`src/rtl/ripple_count_monitor.sv`:
```
// Clean-count monitor for an asynchronous ripple down-counter: synchronizes Q_IN,
// rejects one-cycle transient codes, and reports steps, underflows and illegal jumps.
module ripple_count_monitor #(
   parameter int CNT_W       = 3,
   parameter int SYNC_STAGES = 2,
   parameter int EPOCH_W     = 8
) (
   input  logic               CLK,
   input  logic               RST,
   input  logic [CNT_W-1:0]   Q_IN,
   input  logic               EN,
   input  logic               CLR,
   output logic [CNT_W-1:0]   Q_STABLE,
   output logic               VALID,
   output logic               STEP,
   output logic               UNDERFLOW,
   output logic [EPOCH_W-1:0] EPOCH,
   output logic               ERR
);

   localparam logic [1:0] IDLE    = 2'd0;
   localparam logic [1:0] ACQUIRE = 2'd1;
   localparam logic [1:0] TRACK   = 2'd2;

   // Samples needed after reset before s and s_d both hold real Q_IN values.
   localparam int FILL   = SYNC_STAGES + 1;
   localparam int FILL_W = $clog2(FILL + 1);

   logic [CNT_W-1:0]  sync_p [SYNC_STAGES];
   logic [CNT_W-1:0]  s;
   logic [CNT_W-1:0]  s_d;
   logic [FILL_W-1:0] fill;
   logic [1:0]        state;
   logic              primed;
   logic              stable;

   function automatic logic [CNT_W-1:0] dec_wrap(input logic [CNT_W-1:0] v);
      return v - CNT_W'(1);
   endfunction

   assign s      = sync_p[SYNC_STAGES-1];
   assign primed = (fill == FILL_W'(FILL));
   assign stable = primed && (s == s_d);

   // Synchronizer and one-cycle history
   always_ff @(posedge CLK or negedge RST) begin
      if (!RST) begin
         for (int i = 0; i < SYNC_STAGES; i++) sync_p[i] <= '0;
         s_d  <= '0;
         fill <= '0;
      end else begin
         sync_p[0] <= Q_IN;
         for (int i = 1; i < SYNC_STAGES; i++) sync_p[i] <= sync_p[i-1];
         s_d <= s;
         if (!primed) fill <= fill + FILL_W'(1);
      end
   end

   // Acquire/track control with registered pulses
   always_ff @(posedge CLK or negedge RST) begin
      if (!RST) begin
         state     <= IDLE;
         Q_STABLE  <= '0;
         VALID     <= 1'b0;
         STEP      <= 1'b0;
         UNDERFLOW <= 1'b0;
         EPOCH     <= '0;
         ERR       <= 1'b0;
      end else begin
         STEP      <= 1'b0;
         UNDERFLOW <= 1'b0;
         if (CLR) begin
            EPOCH <= '0;
            ERR   <= 1'b0;
            VALID <= 1'b0;
            state <= IDLE;
         end else if (!EN) begin
            VALID <= 1'b0;
            state <= IDLE;
         end else begin
            case (state)
               IDLE: state <= ACQUIRE;
               ACQUIRE: begin
                  if (stable) begin
                     Q_STABLE <= s;
                     VALID    <= 1'b1;
                     state    <= TRACK;
                  end
               end
               TRACK: begin
                  if (stable && (s != Q_STABLE)) begin
                     Q_STABLE <= s;
                     if (s == dec_wrap(Q_STABLE)) begin
                        STEP <= 1'b1;
                        if (Q_STABLE == '0) begin
                           UNDERFLOW <= 1'b1;
                           EPOCH     <= EPOCH + EPOCH_W'(1);
                        end
                     end else begin
                        ERR <= 1'b1;
                     end
                  end
               end
               default: state <= IDLE;
            endcase
         end
      end
   end

endmodule

```
`config.mk`:
```
export PLATFORM = sky130hd
export DESIGN_NAME = ripple_count_monitor
export DESIGN_NICKNAME = d
export VERILOG_FILES = /design/src/rtl/ripple_count_monitor.sv
export SDC_FILE = /design/constraint.sdc
export NUM_CORES = 1
export LEC_CHECK = 0
export CORE_UTILIZATION = 47
export DETAILED_ROUTE_END_ITERATION = 10
export PLACE_DENSITY = 0.74
export SLEW_MARGIN = 30
export SYNTH_ARGS = -nofsm -noshare
export SYNTH_HDL_FRONTEND = slang
export SYNTH_SLANG_ARGS = --single-unit
```
`constraint.sdc`:
```
create_clock -name CLK -period 2 [get_ports CLK]
set_input_delay 0.4 -clock CLK [delete_from_list [all_inputs] [get_ports CLK]]
set_output_delay 0.4 -clock CLK [all_outputs]
set_load 0.005 [all_outputs]
```
==> metrics.md, run 1 <==
| Metric | Value |
|---|---|
| Number of rows created at floorplan | 19 |
| Max stage delay on crit path | between 0.3 and 0.4 ns |
| Arrival time reported for the critical path endpoint | about 2.2 ns |
| Portion of the post-synthesis area used by sequential elements | between 50% and 60% |
| Total cell area at the placement stage | ~1700 sq um |
| Distinct cell type count of the synthesized netlist | 29 |
| Antenna Cells | 0 |
| Setup CP Type | reg -> reg |
| Post-route cell area | 1790 sq um |
| Number of nets in the final layout | 160 |
| Internal power contribution | approximately 0.92 mW |
| Net switching power | around 0.32 mW |
| Summed negative setup slack over all endpoints | 0 ns |
| Clock Tree Root | sky130_fd_sc_hd__clkbuf_4 |
| Final hold violations | 0 |
| Global placer's final weighted congestion | between 0.8 and 0.9 |
| Number of synthesized flops with an enable pin | 0 |
| Count of non-filler cells in the finished layout | between 150 and 200 |
| Place WS | -0.147 ns |
| Wire length of the first global-routing pass | slightly below 5 mm |
| Final Hold Slack | about 0.37 ns |
| Post-detailed-route DRC marker count | 0 |
| Height of the die | about 56 um |
| RSZ-0062 raised after global routing | yes |
| CP max FO | 7 |
| Longest Clk Path Bufs | 2 |
| Required time of the critical path | 2.24 ns |
| Wire length after detailed routing | between 2 and 3 mm |
| Crit-path cells | inv_1 -> ha_4 -> xor2_2 -> nand4_1 -> buf_6 -> nor4_1 -> mux2_2 |
| Proportion of power drawn by the clock network | roughly 30% |
| Clk_lat worst skew | between 0.3 and 0.4 ns |
| Worst supply voltage drop on vdd | 639 uV |
| Port Buffer Count | 21 |
| Level count of the clock H-tree | 1 |
| Post-synthesis to final-layout area growth | 32.4% |
| DR vias/cell | 5.75 |
| Sequential share of power | 49.1% |
| Global route overflow | 0 |
| Post-synthesis instance area | 1350 sq um |
| Worst hold start | sync_p[4] |
| I/O pin count | 22 |
| Detailed placement HPWL | 1.91 mm |
| Max_cap viols | 0 |
| Setup crit end kind | flop |
| Power density over cell area | ~690 nW/um^2 |
| Effective utilization at floorplan | approximately half |
| Share of the clock period used by the worst path after layout | slightly below 100% |
| Most frequently used flop master after synthesis | sky130_fd_sc_hd__dfrtp_1 |
| Slowest stage cell, crit path | sky130_fd_sc_hd__mux2_2 |
| Crit path launch | Q_STABLE[1] |
| Startpoint class of the critical path | flop |
| Standby leakage power | between 0.7 and 0.8 nW |
| Ys async rst share | 100% |
| Largest cells by area after synthesis | sky130_fd_sc_hd__dfrtp_1 52%, sky130_fd_sc_hd__mux2_2 8.3%, sky130_fd_sc_hd__ha_1 3.7%, sky130_fd_sc_hd__nor4_1 3.7%, sky130_fd_sc_hd__nand4_1 3.2% |
| Share of final-layout standard cells stronger than drive strength 1 | approximately a quarter |
| Relative contribution of combinational cells to total power | approximately a fifth |
| Area fraction of the dominant cell type after synthesis | 51.9% |
| Number of global-route vias before repair | roughly 1,100 |
| Via Count | 1,030 |
| Max transition margin | about three quarters |
| Final period demand of the worst path | between 1.5 and 2 ns |
| ANT nets after route | 0 |
| Fmax achieved | between 0.5 and 0.6 GHz |
| Placeable core area | approximately 2700 sq um |
| Yosys warnings | 0 |
| Cell count after placement | about 170 |
| Final setup vio count | 0 |
| All-layer global routing usage | between 15 and 20% |
| Hold/Removal Path Class | reg -> reg |
| DRC violation total after the first TritonRoute iteration | 74 |
| Beginning of the worst register-to-register path | Q_STABLE[1] |
| Core Util, Final | around two thirds |
| Fin worst setup slack | 0.0516 ns |
| Mapped Cells | between 100 and 150 |
| Outcome | finished clean |
| Number of detailed-route iterations in the first pass | 5 |
| Initial antenna violation count | 0 |
| Tightest Pin Transition | 0.351 ns |
| Number of max-slew violations in the final report | 0 |
| Total power of the final layout | around 1.2 mW |
| CTS sink count | 28 |
| Bufs and invs on worst path | 2 |
| Clock tree from TritonCTS | done |
| Kind of cell with the highest combined delay on the critical path | simple AND/OR/NAND/NOR gates |
| CTS clock-pin slew for the worst setup and hold paths | around 0.15 ns |
| Number of nets in the synthesized netlist | ~130 |
| Switching share of power | 25.6% |
| Most common cell in the netlist | sky130_fd_sc_hd__dfrtp_1 |
| Die Area | 3090 sq um |
| FF+latch count, synth | 28 |
| Detailed-route wire length per cell | about 15 um |
| Ranking of synthesized cells by instance count | 28 x sky130_fd_sc_hd__dfrtp_1, 10 x sky130_fd_sc_hd__mux2_2, 9 x sky130_fd_sc_hd__nor2_1 |
| Area leader, netlist | sky130_fd_sc_hd__dfrtp_1 |
| Die X-Extent | 55.6 um |
| Average instance area after synthesis | approximately 12 sq um |
| Final clock skew | ~0.00071 ns |
| TritonCTS buffer count | 3 |
| Maximum number of pins on one net before global-route repair | 29 |
## sequential cells by signal, summed over array words and instances, names as in the netlist
name	flops
EPOCH	8
ERR	1
Q_STABLE	3
STEP	1
UNDERFLOW	1
VALID	1
fill	2
s	3
s_d	3
state	2
sync_p	3
## power by group through the flow
stage	registers, mW	logic [mW]	clock network [mW]
4_1_cts	0.607	0.236	0.379
5_1_grt	0.611	0.290	0.397
6_report	0.607	0.259	0.371
3_5_place_dp	0.618	0.231	0
2_1_floorplan	0.619	0.123	0
3_3_place_gp	0.616	0.226	0
## worst paths after layout
path                            endpoint  slack, ns  depth (start not counted)
worst min-delay path                s[1]       0.37                          0
worst max register to register  EPOCH[3]       0.05                          7
min in group asynchronous          VALID       0.42                          2
max in group asynchronous           STEP       1.32                          2
worst min register to register      s[1]       0.37                          0
worst max-delay path            EPOCH[3]       0.05                          7
## worst reg2reg max path, delay by kind of cell, from the launching register on
kind / cells / cell delay [ns]
buf+inv: 2 / 0.26
fa+ha+maj: 1 / 0.28
simple gates: 2 / 0.44
xor+xnor: 1 / 0.14
mux: 1 / 0.38
flops: 1 / 0.37
## what timing repair did
item                                    in CTS  in global routing
pin swaps                                    0                  1
endpoints found under the hold margin        0                  0
endpoints found under the setup margin       8                 10
hold buffers                                 0                  0
setup buffers                                1                  0
gates resized for setup                      2                 10
## cell type report
type / instances / area [sq um]
multi-input combinational: 80 / 689
inverter: 5 / 18.8
sequential: 28 / 701
clock buffer: 3 / 22.5
timing repair buffer: 31 / 289
clock inverter: 1 / 30.0
tap: 31 / 38.8
fill: 217 / 945
## placed cells by master, fill, tap and decap left out, drive strengths merged, types with 2 or more instances in the layout
cell	n
a211oi	2
and4	4
buf	10
clkbuf	3
clkdlybuf4s50	21
dfrtp	28
ha	4
inv	5
mux2	10
nand2	5
nand3	2
nand4	7
nor2	9
nor2b	7
nor4	8
o21a	2
o31ai	2
xnor2	6
xor2	4
## layer usage
layer,part of all wire [%],vias up,track usage [%]
met5,0,-,0
met4,1.2,0,8.21
met3,4.9,4,4.19
met2,48,28,32.2
met1,46,514,26.1
li1,-,484,-
## logic make-up (layout without fill, tap and decap cells)
family | count (synthesis) | after routing | share of synthesized area (%)
simple gates | 46 | 46 | 19.8
flops | 28 | 28 | 51.9
compound gates | 10 | 10 | 6.11
xor+xnor | 10 | 10 | 7.59
mux | 10 | 10 | 8.33
buf+inv | 9 | 40 | 2.59
fa+ha+maj | 4 | 4 | 3.70
Power figures use the tool's default switching activity.
==> inputs of run 2 (changes only) <==
- MAX_ROUTING_LAYER: unset -> met4
==> run 2 against run 1 <==
Net effect:
- critical path depth unchanged
- total power down 0.12%
- design area unchanged
- clock power about the same
- critical endpoint unchanged
- first-iteration DRC count down 18%
- highest routed layer unchanged
- sequential cell count unchanged
==> metrics.md, run 2 (synthesis gave the netlist of run 1 again) <==
| Metric | Value |
|---|---|
| Outcome | finished clean |
| Required time of the critical path | 2.23 ns (about the same) |
| Placeable core area | 2730 sq um (unchanged) |
| Share of final-layout standard cells stronger than drive strength 1 | 25.7% (unchanged) |
| Count of non-filler cells in the finished layout | 179 (unchanged) |
| Post-synthesis to final-layout area growth | 32.4% (unchanged) |
| Kind of cell with the highest combined delay on the critical path | simple AND/OR/NAND/NOR gates |
| Setup CP Type | reg -> reg |
| Internal power contribution | 0.920 mW (about the same) |
| Max Used Layer | met4 |
| Clock tree from TritonCTS | done |
| Met2 WL | 1.31 mm (+1.2%) |
| Effective utilization at floorplan | 49.4% (unchanged) |
| Max transition margin | 75.6% (-0.91 points) |
| Power density over cell area | 690 nW/um^2 (-0.12%) |
| Height of the die | 55.6 um (unchanged) |
| Fin worst setup slack | 0.0563 ns (+0.00471 ns) |
| Bufs and invs on worst path | 2 (unchanged) |
| Number of max-slew violations in the final report | 0 (unchanged) |
| Worst R2R Setup Slack | 0.06 ns (about the same) |
| Port Buffer Count | 21 (unchanged) |
| Post-detailed-route DRC marker count | 0 (unchanged) |
| CTS clock-pin slew for the worst setup and hold paths | 0.15 ns (about the same) |
| Number of nets in the final layout | 160 (unchanged) |
| CTS sink count | 28 (unchanged) |
| RSZ-0062 raised after global routing | yes |
| Most frequent standard cell in the layout excluding fill and tap cells | sky130_fd_sc_hd__dfrtp_1 |
| Hold/Removal Path Class | reg -> reg |
| Most flops, register | EPOCH |
| ANT nets after route | 0 (unchanged) |
| Final hold violations | 0 (unchanged) |
| Switching share of power | 25.5% (-0.091 points) |
| Proportion of power drawn by the clock network | 29.9% (about the same) |
| Final clock skew | 0.00332 ns (+0.00261 ns) |
| Worst supply voltage drop on vdd | 641 uV (+0.37%) |
| Longest Clk Path Bufs | 2 (unchanged) |
| Net switching power | 0.315 mW (-0.47%) |
| CP max FO | 7 (unchanged) |
| Total power of the final layout | 1.24 mW (-0.12%) |
| Place WS | -0.147 ns (unchanged) |
| Number of buffers inserted by hold repair at cts | 0 (unchanged) |
| Number of detailed-route iterations in the first pass | 4 (-1) |
| Slowest stage cell, crit path | sky130_fd_sc_hd__mux2_2 |
| Antenna Cells | 0 (unchanged) |
| Cell count after placement | 174 (unchanged) |
| Level count of the clock H-tree | 1 (unchanged) |
| Via Count | 1,031 (+0.097%) |
| I/O pin count | 22 (unchanged) |
| Max stage delay on crit path | 0.38 ns (about the same) |
| Maximum number of pins on one net before global-route repair | 29 (unchanged) |
| Initial antenna violation count | 0 (unchanged) |
| Setup crit end kind | flop |
| Global route overflow | 0 (unchanged) |
| DRT met1 WL | 1.27 mm (+0.96%) |
| Final period demand of the worst path | 1.94 ns (-0.00471 ns) |
| Max_cap viols | 0 (unchanged) |
| Detailed placement HPWL | 1.91 mm (unchanged) |
| Wire length of the first global-routing pass | 4.89 mm (+0.14%) |
| Die X-Extent | 55.6 um (unchanged) |
| Standby leakage power | 0.761 nW (unchanged) |
| Flip-flop count of the largest register, all copies and words added | 8 (unchanged) |
| Number of global-route vias before repair | 1,089 (-0.27%) |
| Global placer's final weighted congestion | 0.837 (+1.5%) |
| Relative contribution of combinational cells to total power | 20.9% (about the same) |
| Detailed-route wire length per cell | 15.3 um (+0.85%) |
| Clock Tree Root | sky130_fd_sc_hd__clkbuf_4 |
| Die Area | 3090 sq um (unchanged) |
| All-layer global routing usage | 20.5% (+0.57 points) |
| DRC violation total after the first TritonRoute iteration | 61 (-18%) |
| Tightest Pin Transition | 0.367 ns (+0.0154 ns) |
| Summed negative setup slack over all endpoints | 0 ns (unchanged) |
| Startpoint class of the critical path | flop |
| Routed length on met3 | 151 um (+13%) |
| TritonCTS buffer count | 3 (unchanged) |
| Final setup vio count | 0 (unchanged) |
| Share of the clock period used by the worst path after layout | 97.2% (-0.24 points) |
| Arrival time reported for the critical path endpoint | 2.17 ns (about the same) |
| DR vias/cell | 5.76 (about the same) |
| Commonest cells after routing, fill and taps aside | 28 x sky130_fd_sc_hd__dfrtp_1, 21 x sky130_fd_sc_hd__clkdlybuf4s50_1, 10 x sky130_fd_sc_hd__mux2_2, 9 x sky130_fd_sc_hd__nor2_1, 9 x sky130_fd_sc_hd__buf_4 |
| Wire length after detailed routing | 2.74 mm (+0.85%) |
| Crit-path cells | inv_1 -> ha_4 -> xor2_2 -> nand4_1 -> buf_6 -> nor4_1 -> mux2_2 |
| Fmax achieved | 0.514 GHz (+0.24%) |
| Number of rows created at floorplan | 19 (unchanged) |
| Clk_lat worst skew | 0.33 ns (about the same) |
| Sequential share of power | 49.2% (about the same) |
run 2: power by group through the flow:
stage / Combinational, mW / Clock [mW] / Sequential [mW]
finish: 0.258 / 0.370 / 0.607
CTS: 0.236 / 0.379 / 0.607
global route: 0.290 / 0.397 / 0.611
floorplan: 0.123 / 0 / 0.619
detailed placement: 0.231 / 0 / 0.618
global placement: 0.226 / 0 / 0.616
run 2: layer usage:
layer / vias up / global-route usage [%]
li1: 484 / -
met1: 507 / 26.4
met2: 36 / 32.2
met3: 4 / 3.72
met4: 0 / 8.21
met5: - / -
run 2: repair_timing:
item                                    CTS  global route
setup buffers                             1             0
endpoints found under the setup margin    8            10
pin swaps                                 0             1
gates cloned                              0             0
gates resized for setup                   2            10
run 2: final timing paths:
check / from / end / cells after the start
max in group asynchronous: RST / STEP / 2
worst min register to register: sync_p[4] / s[1] / 0
worst max-delay path: Q_STABLE[1] / EPOCH[3] / 7
worst min-delay path: sync_p[4] / s[1] / 0
min in group asynchronous: RST / state[1] / 2
worst max register to register: Q_STABLE[1] / EPOCH[3] / 7
run 2: cell type report:
cell class                 count  area [sq um]
clock inverter                 1          30.0
multi-input combinational     80           689
inverter                       5          18.8
sequential                    28           701
clock buffer                   3          22.5
tap                           31          38.8
timing repair buffer          31           289
fill                         217           945
run 2: stage by stage:
step	utilization [%]	cell area, sq um	hold slack (ns)
after floorplan	-	1350	0.104
after global placement	60.4	1650	0.332
after detailed placement	60.4	1650	0.335
after CTS	63.1	1720	0.369
after global routing	65.4	1790	0.381
final	65.4	1790	0.367
==> inputs of run 3 (changes only) <==
- CORE_MARGIN: unset -> 2
==> run 3 against run 2 <==
Net effect:
- die area up 7.3%
- via count up 2.5%
- sequential cell count did not move
- register-to-register slack hardly changed
- critical path type unchanged
- wire length grew 7.5%
- sequential share of layout area is 0.51 points lower
- sequential power is essentially flat
- non-clock buffer count increased by 3
==> metrics.md, run 3 (synthesis gave the netlist of run 1 again) <==
| Metric | Value |
|---|---|
| Share of final-layout standard cells stronger than drive strength 1 | 29.1% (+3.5 points) |
| Number of global-route vias before repair | 1,021 (-6.2%) |
| All-layer global routing usage | 18.8% (-1.6 points) |
| Initial antenna violation count | 0 (unchanged) |
| I/O pin count | 22 (unchanged) |
| Slowest stage cell, crit path | sky130_fd_sc_hd__or4_4 |
| Number of detailed-route iterations in the first pass | 4 (unchanged) |
| Required time of the critical path | 2.27 ns (+0.04 ns) |
| Commonest cells after routing, fill and taps aside | 28 x sky130_fd_sc_hd__dfrtp_1, 21 x sky130_fd_sc_hd__clkdlybuf4s50_1, 12 x sky130_fd_sc_hd__buf_4, 10 x sky130_fd_sc_hd__mux2_2, 9 x sky130_fd_sc_hd__nor2_1 |
| CP max FO | 7 (unchanged) |
| Wire length after detailed routing | 2.95 mm (+7.5%) |
| Outcome | finished clean |
| Max stage delay on crit path | 0.41 ns (+0.03 ns) |
| Detailed-route wire length per cell | 16.2 um (+5.7%) |
| Place WS | -0.0946 ns (+0.0524 ns) |
| Antenna Cells | 0 (unchanged) |
| Power density over cell area | 689 nW/um^2 (-0.16%) |
| Post-route cell area | 1810 sq um (+1.3%) |
| Maximum number of pins on one net before global-route repair | 29 (unchanged) |
| Filler cells | 217 (unchanged) |
| Setup CP Type | reg -> reg |
| Final hold violations | 0 (unchanged) |
| Fmax achieved | 0.515 GHz (about the same) |
| Die Area | 3320 sq um (+7.3%) |
| Standby leakage power | 0.762 nW (+0.14%) |
| Bufs and invs on worst path | 3 (+1) |
| Final period demand of the worst path | 1.94 ns (-0.00140 ns) |
| Most frequent standard cell in the layout excluding fill and tap cells | sky130_fd_sc_hd__dfrtp_1 |
| Final clock skew | 0.00110 ns (-0.00222 ns) |
| CTS clock-pin slew for the worst setup and hold paths | 0.15 ns (about the same) |
| Global placer's final weighted congestion | 0.853 (+1.8%) |
| Clock tree from TritonCTS | done |
| Final setup vio count | 0 (unchanged) |
| Count of non-filler cells in the finished layout | 182 (+1.7%) |
| Hold/Removal Path Class | reg -> reg |
| Post-detailed-route DRC marker count | 0 (unchanged) |
| Crit-path cells | inv_2 -> ha_4 -> xor2_2 -> nand4_1 -> buf_6 -> buf_4 -> or4_4 -> a21oi_2 |
| Port Buffer Count | 21 (unchanged) |
| Level count of the clock H-tree | 1 (unchanged) |
| Startpoint class of the critical path | flop |
| DRC violation total after the first TritonRoute iteration | 24 (-61%) |
| Post-synthesis to final-layout area growth | 34.2% |
| Flip-flop count of the largest register, all copies and words added | 8 (unchanged) |
| Number of nets in the final layout | 163 (+1.9%) |
| Kind of cell with the highest combined delay on the critical path | simple AND/OR/NAND/NOR gates |
| Clk_lat worst skew | 0.32 ns (about the same) |
| Effective utilization at floorplan | 49.4% (unchanged) |
| Most flops, register | EPOCH |
| Max_cap viols | 0 (unchanged) |
| Summed negative setup slack over all endpoints | 0 ns (unchanged) |
| Cell count after placement | 176 (+1.1%) |
| Fin worst setup slack | 0.0577 ns (+0.00140 ns) |
| Total power of the final layout | 1.25 mW (+1.2%) |
| TritonCTS buffer count | 3 (unchanged) |
| Tightest Pin Transition | 0.384 ns (+0.0169 ns) |
| Global route overflow | 0 (unchanged) |
| Clock Tree Root | sky130_fd_sc_hd__clkbuf_4 |
| DR vias/cell | 5.81 (+0.83%) |
| Placeable core area | 2730 sq um (unchanged) |
| Share of the clock period used by the worst path after layout | 97.1% (about the same) |
| Number of rows created at floorplan | 19 (unchanged) |
| Arrival time reported for the critical path endpoint | 2.21 ns (+0.04 ns) |
| Height of the die | 57.6 um (+3.6%) |
| Detailed placement HPWL | 1.97 mm (+3.0%) |
| Max transition margin | 74.3% (-1.3 points) |
| CTS sink count | 28 (unchanged) |
| Wire length of the first global-routing pass | 4.69 mm (-4.2%) |
| Longest Clk Path Bufs | 2 (unchanged) |
| Die X-Extent | 57.6 um (+3.6%) |
| Setup crit end kind | flop |
| Worst supply voltage drop on vdd | 562 uV (-12%) |
| ANT nets after route | 0 (unchanged) |
| Via Count | 1,057 (+2.5%) |
| Total cell area at the placement stage | 1670 sq um (+0.91%) |
| Number of max-slew violations in the final report | 0 (unchanged) |
## run 3: metal layers
layer  share of wire, %  global-route usage (%)  vias up
li1                   -                       -      495
met1                 42                    25.1      520
met2                 51                    28.4       36
met3                4.6                    4.69        6
met4                2.3                    6.31        0
met5                  0                       -        -
## run 3: worst paths after layout
| check | start | endpoint | slack [ns] | depth (start not counted) |
|---|---|---|---|---|
| setup / recovery | Q_STABLE[0] | EPOCH[0] | 0.06 | 8 |
| hold / removal | sync_p[3] | s[0] | 0.37 | 0 |
| setup reg to reg | Q_STABLE[0] | EPOCH[0] | 0.06 | 8 |
| min in group asynchronous | RST | Q_STABLE[2] | 0.43 | 2 |
| hold reg to reg | sync_p[3] | s[0] | 0.37 | 0 |
| max in group asynchronous | RST | fill[0] | 1.31 | 2 |
## run 3: repair_timing
item | 4_1_cts | 5_1_grt
hold endpoints to repair | 0 | 0
hold buffers | 0 | 0
gates cloned | 0 | 0
resized for setup | 4 | 10
endpoints found under the setup margin | 8 | 8
buffers inserted | 1 | 1
## run 3: metrics by stage
stage / hold WS (ns) / utilization (%)
finish: 0.368 / 66.3
global route: 0.377 / 66.3
CTS: 0.373 / 64.1
detailed placement: 0.339 / 61.0
global placement: 0.333 / 61.0
floorplan: 0.104 / -
## run 3: cell type report
class,count,area [sq um],area share (%)
clock buffers,3,22.5,1.24
flip-flops and latches,28,701,38.6
well taps,31,38.8,2.14
repair buffers,34,312,17.2
clock inverters,1,30.0,1.66
inverters,5,18.8,1.04
multi-input cells,80,691,38.1
## run 3: where the power goes
part	internal (mW)	leakage (nW)	switching [mW]	total, mW
sequential	0.587	0.357	0.0206	0.608
combinational	0.136	0.377	0.140	0.276
clock	0.203	0.0279	0.163	0.366
